===== src/rtl/vend_sequencer.sv =====
// Vending purchase/refund sequencer: price check, timed dispense, coin-by-coin change, then clears credit.
// Optional hopper ack watchdog with sticky FAULT state is enabled by defining VEND_ACK_TIMEOUT_EN.
module vend_sequencer #(
  parameter int unsigned AMT_W       = 8,
  parameter int unsigned PRICE0      = 3,
  parameter int unsigned PRICE1      = 5,
  parameter int unsigned PRICE2      = 12,
  parameter int unsigned PRICE3      = 25,
  parameter int unsigned DISP_CYC    = 8,
  parameter int unsigned ACK_TIMEOUT = 1000
) (
  input  logic             clk,
  input  logic             rst,
  input  logic [AMT_W-1:0] credit,
  input  logic [1:0]       sel,
  input  logic             buy,
  input  logic             cancel,
  input  logic             coin_ack,
  output logic             dispense,
  output logic [1:0]       item,
  output logic             coin_req,
  output logic [1:0]       coin_val,
  output logic             credit_clr,
  output logic             err_funds,
  output logic             busy,
  output logic             fault,
  output logic [2:0]       state_dbg
);

  localparam int DC_W = $clog2(DISP_CYC + 1);

`ifdef VEND_ACK_TIMEOUT_EN
  typedef enum logic [2:0] {
    S_IDLE, S_CHECK, S_DISPENSE, S_CHG_REQ, S_CHG_GAP, S_CLEAR, S_FAULT
  } state_t;
`else
  typedef enum logic [2:0] {
    S_IDLE, S_CHECK, S_DISPENSE, S_CHG_REQ, S_CHG_GAP, S_CLEAR
  } state_t;
`endif

  state_t           state_q, state_d;
  logic [1:0]       sel_q, sel_d;
  logic [AMT_W-1:0] amt_q, amt_d;
  logic [DC_W-1:0]  disp_cnt_q, disp_cnt_d;
  logic [AMT_W-1:0] price;
  logic [1:0]       coin_code;
  logic [AMT_W-1:0] coin_amt;

  function automatic logic [AMT_W-1:0] price_of(input logic [1:0] s);
    case (s)
      2'd0:    return AMT_W'(PRICE0);
      2'd1:    return AMT_W'(PRICE1);
      2'd2:    return AMT_W'(PRICE2);
      default: return AMT_W'(PRICE3);
    endcase
  endfunction

  // Greedy pick: largest coin not exceeding the remaining change.
  function automatic logic [1:0] pick_coin(input logic [AMT_W-1:0] a);
    if (a >= AMT_W'(20))      return 2'd3;
    else if (a >= AMT_W'(10)) return 2'd2;
    else if (a >= AMT_W'(5))  return 2'd1;
    else                      return 2'd0;
  endfunction

  function automatic logic [AMT_W-1:0] coin_value(input logic [1:0] c);
    case (c)
      2'd0:    return AMT_W'(1);
      2'd1:    return AMT_W'(5);
      2'd2:    return AMT_W'(10);
      default: return AMT_W'(20);
    endcase
  endfunction

  assign price     = price_of(sel_q);
  assign coin_code = pick_coin(amt_q);
  assign coin_amt  = coin_value(coin_code);
  assign state_dbg = state_q;

`ifdef VEND_ACK_TIMEOUT_EN
  localparam int TO_W = $clog2(ACK_TIMEOUT + 1);
  logic [TO_W-1:0] to_cnt_q, to_cnt_d;
  logic            to_expired;

  // Restarts whenever CHG_REQ is left, so each coin request gets a full window.
  assign to_cnt_d   = (state_q == S_CHG_REQ) ? to_cnt_q + TO_W'(1) : '0;
  assign to_expired = (to_cnt_q == TO_W'(ACK_TIMEOUT - 1));
  assign fault      = (state_q == S_FAULT);

  always_ff @(posedge clk or negedge rst) begin
    if (!rst) to_cnt_q <= '0;
    else      to_cnt_q <= to_cnt_d;
  end
`else
  logic [31:0] unused_ack_timeout;
  assign unused_ack_timeout = 32'(ACK_TIMEOUT);
  assign fault              = 1'b0;
`endif

  assign disp_cnt_d = (state_q == S_DISPENSE) ? disp_cnt_q + DC_W'(1) : '0;

  always_ff @(posedge clk or negedge rst) begin
    if (!rst) begin
      state_q    <= S_IDLE;
      sel_q      <= '0;
      amt_q      <= '0;
      disp_cnt_q <= '0;
    end else begin
      state_q    <= state_d;
      sel_q      <= sel_d;
      amt_q      <= amt_d;
      disp_cnt_q <= disp_cnt_d;
    end
  end

  always_comb begin
    state_d    = state_q;
    sel_d      = sel_q;
    amt_d      = amt_q;
    dispense   = 1'b0;
    item       = 2'd0;
    coin_req   = 1'b0;
    coin_val   = 2'd0;
    credit_clr = 1'b0;
    err_funds  = 1'b0;
    busy       = (state_q != S_IDLE);
    case (state_q)
      S_IDLE: begin
        // Cancel has priority over a simultaneous buy.
        if (cancel) begin
          amt_d   = credit;
          state_d = (credit == '0) ? S_CLEAR : S_CHG_REQ;
        end else if (buy) begin
          sel_d   = sel;
          amt_d   = credit;
          state_d = S_CHECK;
        end
      end
      S_CHECK: begin
        if (amt_q >= price) begin
          amt_d   = amt_q - price;
          state_d = S_DISPENSE;
        end else begin
          err_funds = 1'b1;
          state_d   = S_IDLE;
        end
      end
      S_DISPENSE: begin
        dispense = 1'b1;
        item     = sel_q;
        if (disp_cnt_q == DC_W'(DISP_CYC - 1))
          state_d = (amt_q != '0) ? S_CHG_REQ : S_CLEAR;
      end
      S_CHG_REQ: begin
        coin_req = 1'b1;
        coin_val = coin_code;
        if (coin_ack) begin
          amt_d   = amt_q - coin_amt;
          state_d = S_CHG_GAP;
        end
`ifdef VEND_ACK_TIMEOUT_EN
        else if (to_expired) begin
          state_d = S_FAULT;
        end
`endif
      end
      S_CHG_GAP: state_d = (amt_q != '0) ? S_CHG_REQ : S_CLEAR;
      S_CLEAR: begin
        credit_clr = 1'b1;
        state_d    = S_IDLE;
      end
`ifdef VEND_ACK_TIMEOUT_EN
      S_FAULT: state_d = S_FAULT;
`endif
      default: state_d = S_IDLE;
    endcase
  end

endmodule


===== config.mk =====
export PLATFORM = sky130hd
export DESIGN_NAME = vend_sequencer
export DESIGN_NICKNAME = d
export VERILOG_FILES = /design/src/rtl/vend_sequencer.sv
export SDC_FILE = /design/constraint.sdc
export NUM_CORES = 1
export LEC_CHECK = 0
export CAP_MARGIN = 0
export CORE_AREA = 5 5 76 78
export DETAILED_ROUTE_END_ITERATION = 8
export DIE_AREA = 0 0 81 83
export MAX_ROUTING_LAYER = met4
export RECOVER_POWER = 100
export SLEW_MARGIN = 20
export SYNTH_ARGS = -nofsm -noshare
export SYNTH_HDL_FRONTEND = slang
export SYNTH_SLANG_ARGS = --single-unit

===== constraint.sdc =====
create_clock -name clk -period 3.2 [get_ports clk]
set_input_delay 0.64 -clock clk [delete_from_list [all_inputs] [get_ports clk]]
set_output_delay 0.64 -clock clk [all_outputs]
set_load 0.03 [all_outputs]

==> metrics, run 1 <==
Core Region=5010 sq um; final WL=around 4700 microns; Die Wd=just over 80 microns; H-tree depth=1; arrival time worst endpoint=2.49 ns; TritonCTS Buffers=3; synthesized cell area=1710 sq um; routed len/inst=15.2 microns; Min Hold Slack=around 0.47 ns; Critical Path Fanout Max=4; number of synthesized register bits=17; Clock Skews=between 0.001 and 0.0015 ns; Ys Warns=0; Antenna Nets Post-Route=0; element type at the critical path start=flip-flop; Seq/Total Area, Yosys=0.249; Req. time, crit path=roughly 2.6 ns; Post-Syn Area per Cell=a little over 8 sq um; first-pass GRT wire length=~8000 microns; Top Ports=28; Min Clock Period, post-route=approximately 3.1 ns; num rows=26; clk buf depth=2; Slew Viols, Final=0; vias per inst=5.26; run status=finished clean; gr ovfl total=0; CTS Root Cell=clkbuf_8; EDFF count, synth=0; initial antenna violation count=0; vias=1642; dpl hpwl=3620 microns; measured slew at the worst slew-check pin=between 0.8 and 0.9 ns; Setup WS post-layout=0.0703 ns; Fmax achieved=between 300 and 400 MHz; setup TNS=0 ns; sequential fraction of design power=0.169; Peak VDD IR=0.781 mV; Final Setup Violations=0; Layout Cells excl Fill=between 300 and 400; Detailed Route Iter0 Violations=roughly 160; Clock power frac=0.070; final instance area=~2200 sq um; DP Area=2050 sq um; Switch Pwr=approximately 1.3 mW; Post-Place Cells=302; largest net degree at the start of global routing=18; Syn Nets=241; power density over the cells=~1100 nW/um^2; Die ar.=between 6000 and 7000 sq um; worst setup path category=reg -> out; fin crit share=0.978; Area growth syn-to-layout=26.7%; fraction of layout cells with a size suffix above 1=0.145; sw frac=0.506; leak pwr=0.901 nW; hold buffers post-CTS=0; FFs w/ async S/R, synth=1.00; CTS Sinks=17; worst hold path type=reg -> reg; P_int=around 1.2 mW; Starting Density=0.341; CTS tree=done; ant diodes=0; final hold violations=0; global placement routability congestion=~0.90; Comb power frac=0.761; gr usage total=0.149; Mapped Cells=between 200 and 250; Max-slew headroom=0.424; DR pass1 iterations=4; Yosys cell types=56; PortBufs=26; Die Ht=~83 microns; Clk pin slew, worst setup/hold paths=0.07 ns; NumNets Final=274; setup slack at placement=between 0.15 and 0.2 ns; vias in the first global route=around 1600; commonest register cell after synthesis=dfrtp_1; worst skew pair latency=0.26 ns; drt drc=0; Max Cap Violations=0; CP endpoint kind=output port
## power by group through the flow
stage                     combinational [mW]  sequential (mW)  clock [mW]
after floorplan                         1.28            0.424           0
after global routing                    2.08            0.436       0.186
after detailed placement                1.74            0.418           0
after global placement                  1.75            0.417           0
final                                   1.88            0.419       0.172
after CTS                               1.79            0.414       0.178
## area by class of cell
| class | count | area (sq um) |
|---|---|---|
| Clock buffer | 3 | 41.3 |
| Timing Repair Buffer | 38 | 344 |
| Tap cell | 70 | 87.6 |
| Fill cell | 525 | 2840 |
| Inverter | 16 | 60.1 |
| Multi-Input combinational cell | 167 | 1200 |
| Clock inverter | 1 | 7.51 |
| Sequential cell | 17 | 425 |
## flip-flops by register name (all words and copies together), names as in the netlist
signal and flops:
disp_cnt_q 4, amt_q 8, state_dbg 3, sel_q 2
## Yosys cell counts, types with 2 or more instances
cell type | count | area, sq um
o21ai_0 | 11 | 55.1
dfrtp_1 | 17 | 425
a21oi_1 | 16 | 80.1
fa_1 | 2 | 40.0
a211oi_1 | 4 | 30.0
and2_1 | 2 | 12.5
a2bb2oi_1 | 2 | 17.5
nor2_1 | 28 | 105
o31a_1 | 3 | 26.3
nand2b_1 | 2 | 12.5
inv_1 | 16 | 60.1
o22ai_1 | 2 | 12.5
buf_2 | 4 | 20.0
xor2_1 | 2 | 17.5
nor4_1 | 3 | 18.8
nor3_1 | 4 | 20.0
nand3b_1 | 4 | 30.0
nand3_1 | 6 | 30.0
o32ai_1 | 2 | 17.5
and3_1 | 2 | 12.5
nor3b_1 | 4 | 30.0
a31oi_1 | 2 | 12.5
or3_1 | 5 | 31.3
nor2b_1 | 5 | 31.3
ha_1 | 14 | 175
clkbuf_1 | 4 | 15.0
mux2i_1 | 2 | 20.0
nand2_1 | 10 | 37.5
xnor2_1 | 2 | 17.5
o211ai_1 | 3 | 22.5
mux2_2 | 2 | 22.5
## worst paths after layout
| kind | startpoint | slack, ns | end | depth (start not counted) |
|---|---|---|---|---|
| max in group asynchronous | rst | 1.74 | disp_cnt_q[3] | 1 |
| min | disp_cnt_q[0] | 0.47 | disp_cnt_q[0] | 1 |
| min reg2reg | disp_cnt_q[0] | 0.47 | disp_cnt_q[0] | 1 |
| min in group asynchronous | rst | 0.93 | amt_q[7] | 1 |
| max | sel_q[1] | 0.07 | err_funds | 10 |
| max reg2reg | amt_q[6] | 0.26 | amt_q[6] | 10 |
## through the flow
step / util / power (mW)
global placement: 0.409 / 2.17
finish: 0.433 / 2.48
global route: 0.433 / 2.71
floorplan: - / 1.71
CTS: 0.421 / 2.39
detailed placement: 0.409 / 2.16
## timing repair
action | CTS | global route
pin swaps | 1 | 5
buffers inserted | 1 | 5
cloned | 0 | 0
endpoints found under the setup margin | 1 | 1
gates resized for setup | 1 | 9
## cell families after synthesis
logic type | synth area share
other | 0.00219
multiplexers | 0.0249
AO/OA/AOI/OAI | 0.247
flip-flops | 0.249
XOR/XNOR | 0.0205
buffers and inverters | 0.0666
AND/OR/NAND/NOR | 0.264
adder cells (fa/ha/maj) | 0.126
## cells in the final DEF, fill, tap and decap left out, drive strengths merged, types with 5 or more instances in the layout
cell           instances
inv                   16
ha                    14
a21oi                 16
nand2                 10
dlygate4sd3            6
nand3                  6
or3                    6
nor2                  28
clkdlybuf4s50         19
buf                   12
dfrtp                 17
o21ai                 11
nor2b                  5
## critical path: stages, from the launching register on
cell and delay (ns):
dfrtp_1 0.44, ha_4 0.18, inv_2 0.04, ha_2 0.18, inv_2 0.04, fa_2 0.40
a211oi_2 0.30, o211a_1 0.23, nor2_2 0.06, nor3_2 0.16, buf_4 0.19
## layer usage
metal	wire length [microns]	GRT usage	vias up
met3	233	0.0249	8
li1	-	-	827
met1	2260	0.214	764
met2	2150	0.217	43
met4	84	0.0338	0
met5	0	-	-
Power figures use the tool's default switching activity.
==> run 2, diff against run 1 <==
==> constraint.sdc (replaced) <==
create_clock -name clk -period 2.9 [get_ports clk]
set_input_delay 0.58 -clock clk [delete_from_list [all_inputs] [get_ports clk]]
set_output_delay 0.58 -clock clk [all_outputs]
set_load 0.03 [all_outputs]
==> metrics, run 2 (same netlist as run 1, synthesis figures left out) <==
Detailed Route Iter0 Violations=between 100 and 150; dpl hpwl=approximately 3800 microns; vias in the first global route=~1700; Top Ports=28; CP dominant cell by count=ha_4; PortBufs=26; NumNets Final=285; Antenna Nets Post-Route=0; RSZ-0062 raised after global routing=yes; Critical Path Fanout Max=4; CP max stage delay=between 0.4 and 0.5 ns; worst hold path type=reg -> reg; Clk pin slew, worst setup/hold paths=roughly 0.070 ns; run status=finished clean; first-pass GRT wire length=approximately 8000 microns; num rows=26; fin crit share=0.995; Setup WS post-layout=between 0.01 and 0.015 ns; DR pass1 iterations=4; Biggest register=amt_q; most frequent cells in the layout=25 x nor2_1, 24 x buf_4, 19 x clkdlybuf4s50_1, 16 x a21oi_1, 16 x dfrtp_1; Post-Place Cells=310; Final Setup Violations=0; Slew Viols, Final=0; initial antenna violation count=0; Clock Skews=approximately 0.010 ns; Fmax achieved=between 300 and 400 MHz; Max stage delay cell, worst path=dfrtp_1; Die Wd=~81 microns; Max Cap Violations=0; commonest non-fill, non-tap cell in the layout=nor2_1; Starting Density=0.341; number of flip-flops in the largest register=8; element type at the critical path start=flip-flop; Area growth syn-to-layout=35.8%; Layout Cells excl Fill=323; fraction of layout cells with a size suffix above 1=0.213; gr ovfl total=0; Peak VDD IR=0.637 mV; CTS Sinks=17; final WL=4910 microns; Req. time, crit path=around 2.3 ns; setup slack at placement=between 0.01 and 0.015 ns; final instance area=2320 sq um; Min Clock Period, post-route=between 2 and 3 ns; vias per inst=between 5 and 6; hold buffers post-CTS=0; Max-slew headroom=0.430; largest net degree at the start of global routing=18; H-tree depth=1; clk buf depth=2; vias=1708; CTS tree=done; worst setup path category=reg -> out; gr usage total=0.154; DP Area=approximately 2100 sq um; ant diodes=0; global placement routability congestion=roughly 0.84; leak pwr=~0.98 nW; CTS Root Cell=clkbuf_8; final hold violations=0; crit-path cells=ha_4 -> inv_4 -> ha_4 -> inv_2 -> fa_2 -> a211oi_4 -> o211a_1 -> nor2_2 -> nor3_2 -> buf_4; CP endpoint kind=output port; power density over the cells=about 1300 nW/um^2; drt drc=0; Die ar.=just under 7000 sq um; Core Region=~5000 sq um; TritonCTS Buffers=3; worst skew pair latency=0.27 ns; Die Ht=83 microns; routed len/inst=roughly 15 microns; arrival time worst endpoint=2.31 ns; measured slew at the worst slew-check pin=around 0.85 ns
run 2: cell count changes in the layout (fill, tap and decap cells not counted), moves of 2 or more:
cell    delta
ha_1       -3
ha_4       +4
nor2_2     +2
nor2_1     -2
buf_4     +12
run 2: final timing paths:
| kind | from | endpoint | slack, ns | cells after the start |
|---|---|---|---|---|
| max | sel_q[1] | err_funds | 0.01 | 10 |
| min | disp_cnt_q[0] | disp_cnt_q[0] | 0.46 | 1 |
| max reg2reg | amt_q[5] | amt_q[6] | 0.16 | 9 |
| min reg2reg | disp_cnt_q[0] | disp_cnt_q[0] | 0.46 | 1 |
| max in group asynchronous | rst | amt_q[1] | 1.45 | 1 |
| min in group asynchronous | rst | amt_q[6] | 0.85 | 1 |
run 2: timing repair:
item / CTS / global route
endpoints found under the setup margin: 1 / 4
pin swaps: 3 / 5
hold endpoints to repair: 0 / 0
buffers inserted: 6 / 3
gates resized for setup: 10 / 12
run 2: power breakdown:
part	total [mW]	internal [mW]	switching [mW]
clock	0.195	0.0972	0.0981
sequential	0.445	0.349	0.0962
combinational	2.37	1.10	1.27
run 2: stage by stage:
stage / total power, mW / hold WS, ns / utilization / TNS, ns
after detailed placement: 2.47 / 0.452 / 0.422 / 0
final: 3.01 / 0.458 / 0.464 / 0
after CTS: 2.82 / 0.462 / 0.448 / 0
after floorplan: 1.89 / 0.284 / - / 0
after global routing: 3.27 / 0.499 / 0.464 / -0.131
after global placement: 2.45 / 0.446 / 0.422 / 0
run 2: layout make-up:
type	instances	area, sq um
sequential	17	427
clock buffer	3	41.3
fill	520	2690
inverter	16	62.6
tap	70	87.6
multi-input combinational	167	1260
clock inverter	1	7.51
timing repair buffer	49	433
run 2: worst max-delay path: cells and delay by family, from the launching register on:
family,cells,cell delay [ns]
and+or+nand+nor,2,0.14
DFF,1,0.44
AOI/OAI and AO/OA,2,0.51
buffers and inverters,3,0.26
adders and majority gates,3,0.68
run 2: routing by layer:
layer | wire length (microns) | GRT usage | up-vias
li1 | - | - | 846
met1 | 2270 | 0.201 | 810
met2 | 2300 | 0.229 | 38
met3 | 199 | 0.0368 | 14
met4 | 137 | 0.0568 | 0
met5 | 0 | - | -
==> patch (config.mk and constraints of run 2) <==
Change the parameter `AMT_W` from 8 to 6.
--- a/src/rtl/vend_sequencer.sv
+++ b/src/rtl/vend_sequencer.sv
@@ -1,7 +1,7 @@
 // Vending purchase/refund sequencer: price check, timed dispense, coin-by-coin change, then clears credit.
 // Optional hopper ack watchdog with sticky FAULT state is enabled by defining VEND_ACK_TIMEOUT_EN.
 module vend_sequencer #(
-  parameter int unsigned AMT_W       = 8,
+  parameter int unsigned AMT_W       = 6,
   parameter int unsigned PRICE0      = 3,
   parameter int unsigned PRICE1      = 5,
   parameter int unsigned PRICE2      = 12,
Interface: changed (resized credit); port bits go from 28 to 26. No check against the original RTL was run, so the function may have changed too.
==> patch against run 2 <==
Via count decreased by 24%; synthesized area fell by 18%; worst setup slack better by 110 ps; wire length shrank 29%; hold slack improved by 23 ps; sequential cell count decreased by 2; cell area shrank 23%; critical path type unchanged.
Power is left out: the tool's default activity adds up to more than one toggle a clock period on the data nets, which glitch-free logic cannot reach.
==> patch: results (changes against run 2) <==
skew final: 2.775 ps (-7.223 ps)
Yosys Warn Count: 0 (unchanged)
Cell variety after synth: 43 (-23%)
CTS buffer count: 3 (unchanged)
syn_nets: 206 (-15%)
critical-path maximum fanout: 5 (+1)
share of cells above drive strength 1: 0.08738 (-0.1261)
R2R depth: 12 (+3)
CP max stage delay: 380 ps (-60 ps)
drt pass-1 iters: 4 (unchanged)
Post-Place Worst Slack: 120.7 ps (+110.0 ps)
max reg flops: 6 (-2)
Nets: 236 (-17%)
later-pin clock latency in the skew report: 250 ps (-20 ps)
initial drt markers: 27 (-75%)
PortBufs: 24 (-7.7%)
Placed Area: 1724 um2 (-18%)
Worst slew margin: 0.5184 (+0.08883)
DP HPWL: 2736 um (-28%)
Synth Area in Adders: 0.1538 (+0.02802)
sequential share of the synthesized area: 0.2683 (+0.01962)
drt wl/cell: 12.64 um (-17%)
Avg Vias per Cell: 4.685 (-11%)
multiplexer share of the synthesized area: 0.02326 (-0.001616)
top cells by area, synth: dfrtp_1 (27%), ha_1 (13%), nor2_1 (5.9%)
commonest cells in the netlist: nor2_1 (22), nand2_1 (17), dfrtp_1 (15), ha_1 (14), inv_1 (14)
Top delay family on crit path: adder cells
Antenna diodes: 0 (unchanged)
XOR/XNOR share of the synthesized area: 0.04383 (+0.02335)
GP Congestion: 0.8331 (-0.41%)
largest net degree at the start of global routing: 16 (-2)
clock buffer depth: 2 (unchanged)
first-pass GRT wire length: 5920 um (-26%)
all-layer global routing usage: 0.1108 (-0.04331)
Cells on Worst Hold Path: 1 (unchanged)
compound-gate portion of the synthesized area: 0.2021 (-0.04511)
total number of vias: 1,293 (-24%)
placed cells: 270 (-13%)
status: finished, final reports clean
Mapped Cells: 177 (-16%)
chip width: 81 um (unchanged)
==> patch: area by class of cell <==
class                      instances  area (um2)
fill                             542        3211
multi-input combinational        141       947.2
sequential                        15       375.4
timing repair buffer              31       287.8
tap                               70       87.58
inverter                          15       56.30
clock buffer                       4       45.04
==> patch: what timing repair did <==
item                                    in CTS  in global routing
buffers inserted                             2                  0
hold buffers                                 0                  0
pin swaps                                    1                  1
endpoints found under the setup margin       1                  2
resized for setup                            3                  3
==> patch: worst paths after layout <==
check	start	endpoint	slack, ps
max	sel_q[0]	err_funds	120
min	disp_cnt_q[0]	disp_cnt_q[0]	480
max reg2reg	sel_q[1]	amt_q[0]	230
min reg2reg	disp_cnt_q[0]	disp_cnt_q[0]	480
max in group asynchronous	rst	amt_q[5]	1620
min in group asynchronous	rst	disp_cnt_q[3]	830
==> patch: metal layers <==
metal  share of wire  vias to the layer above  track usage
met5               0                        -            -
met3           0.030                        5      0.01732
met1            0.49                      586       0.1450
li1                -                      680            -
met2            0.47                       22       0.1785
met4          0.0086                        0      0.02458
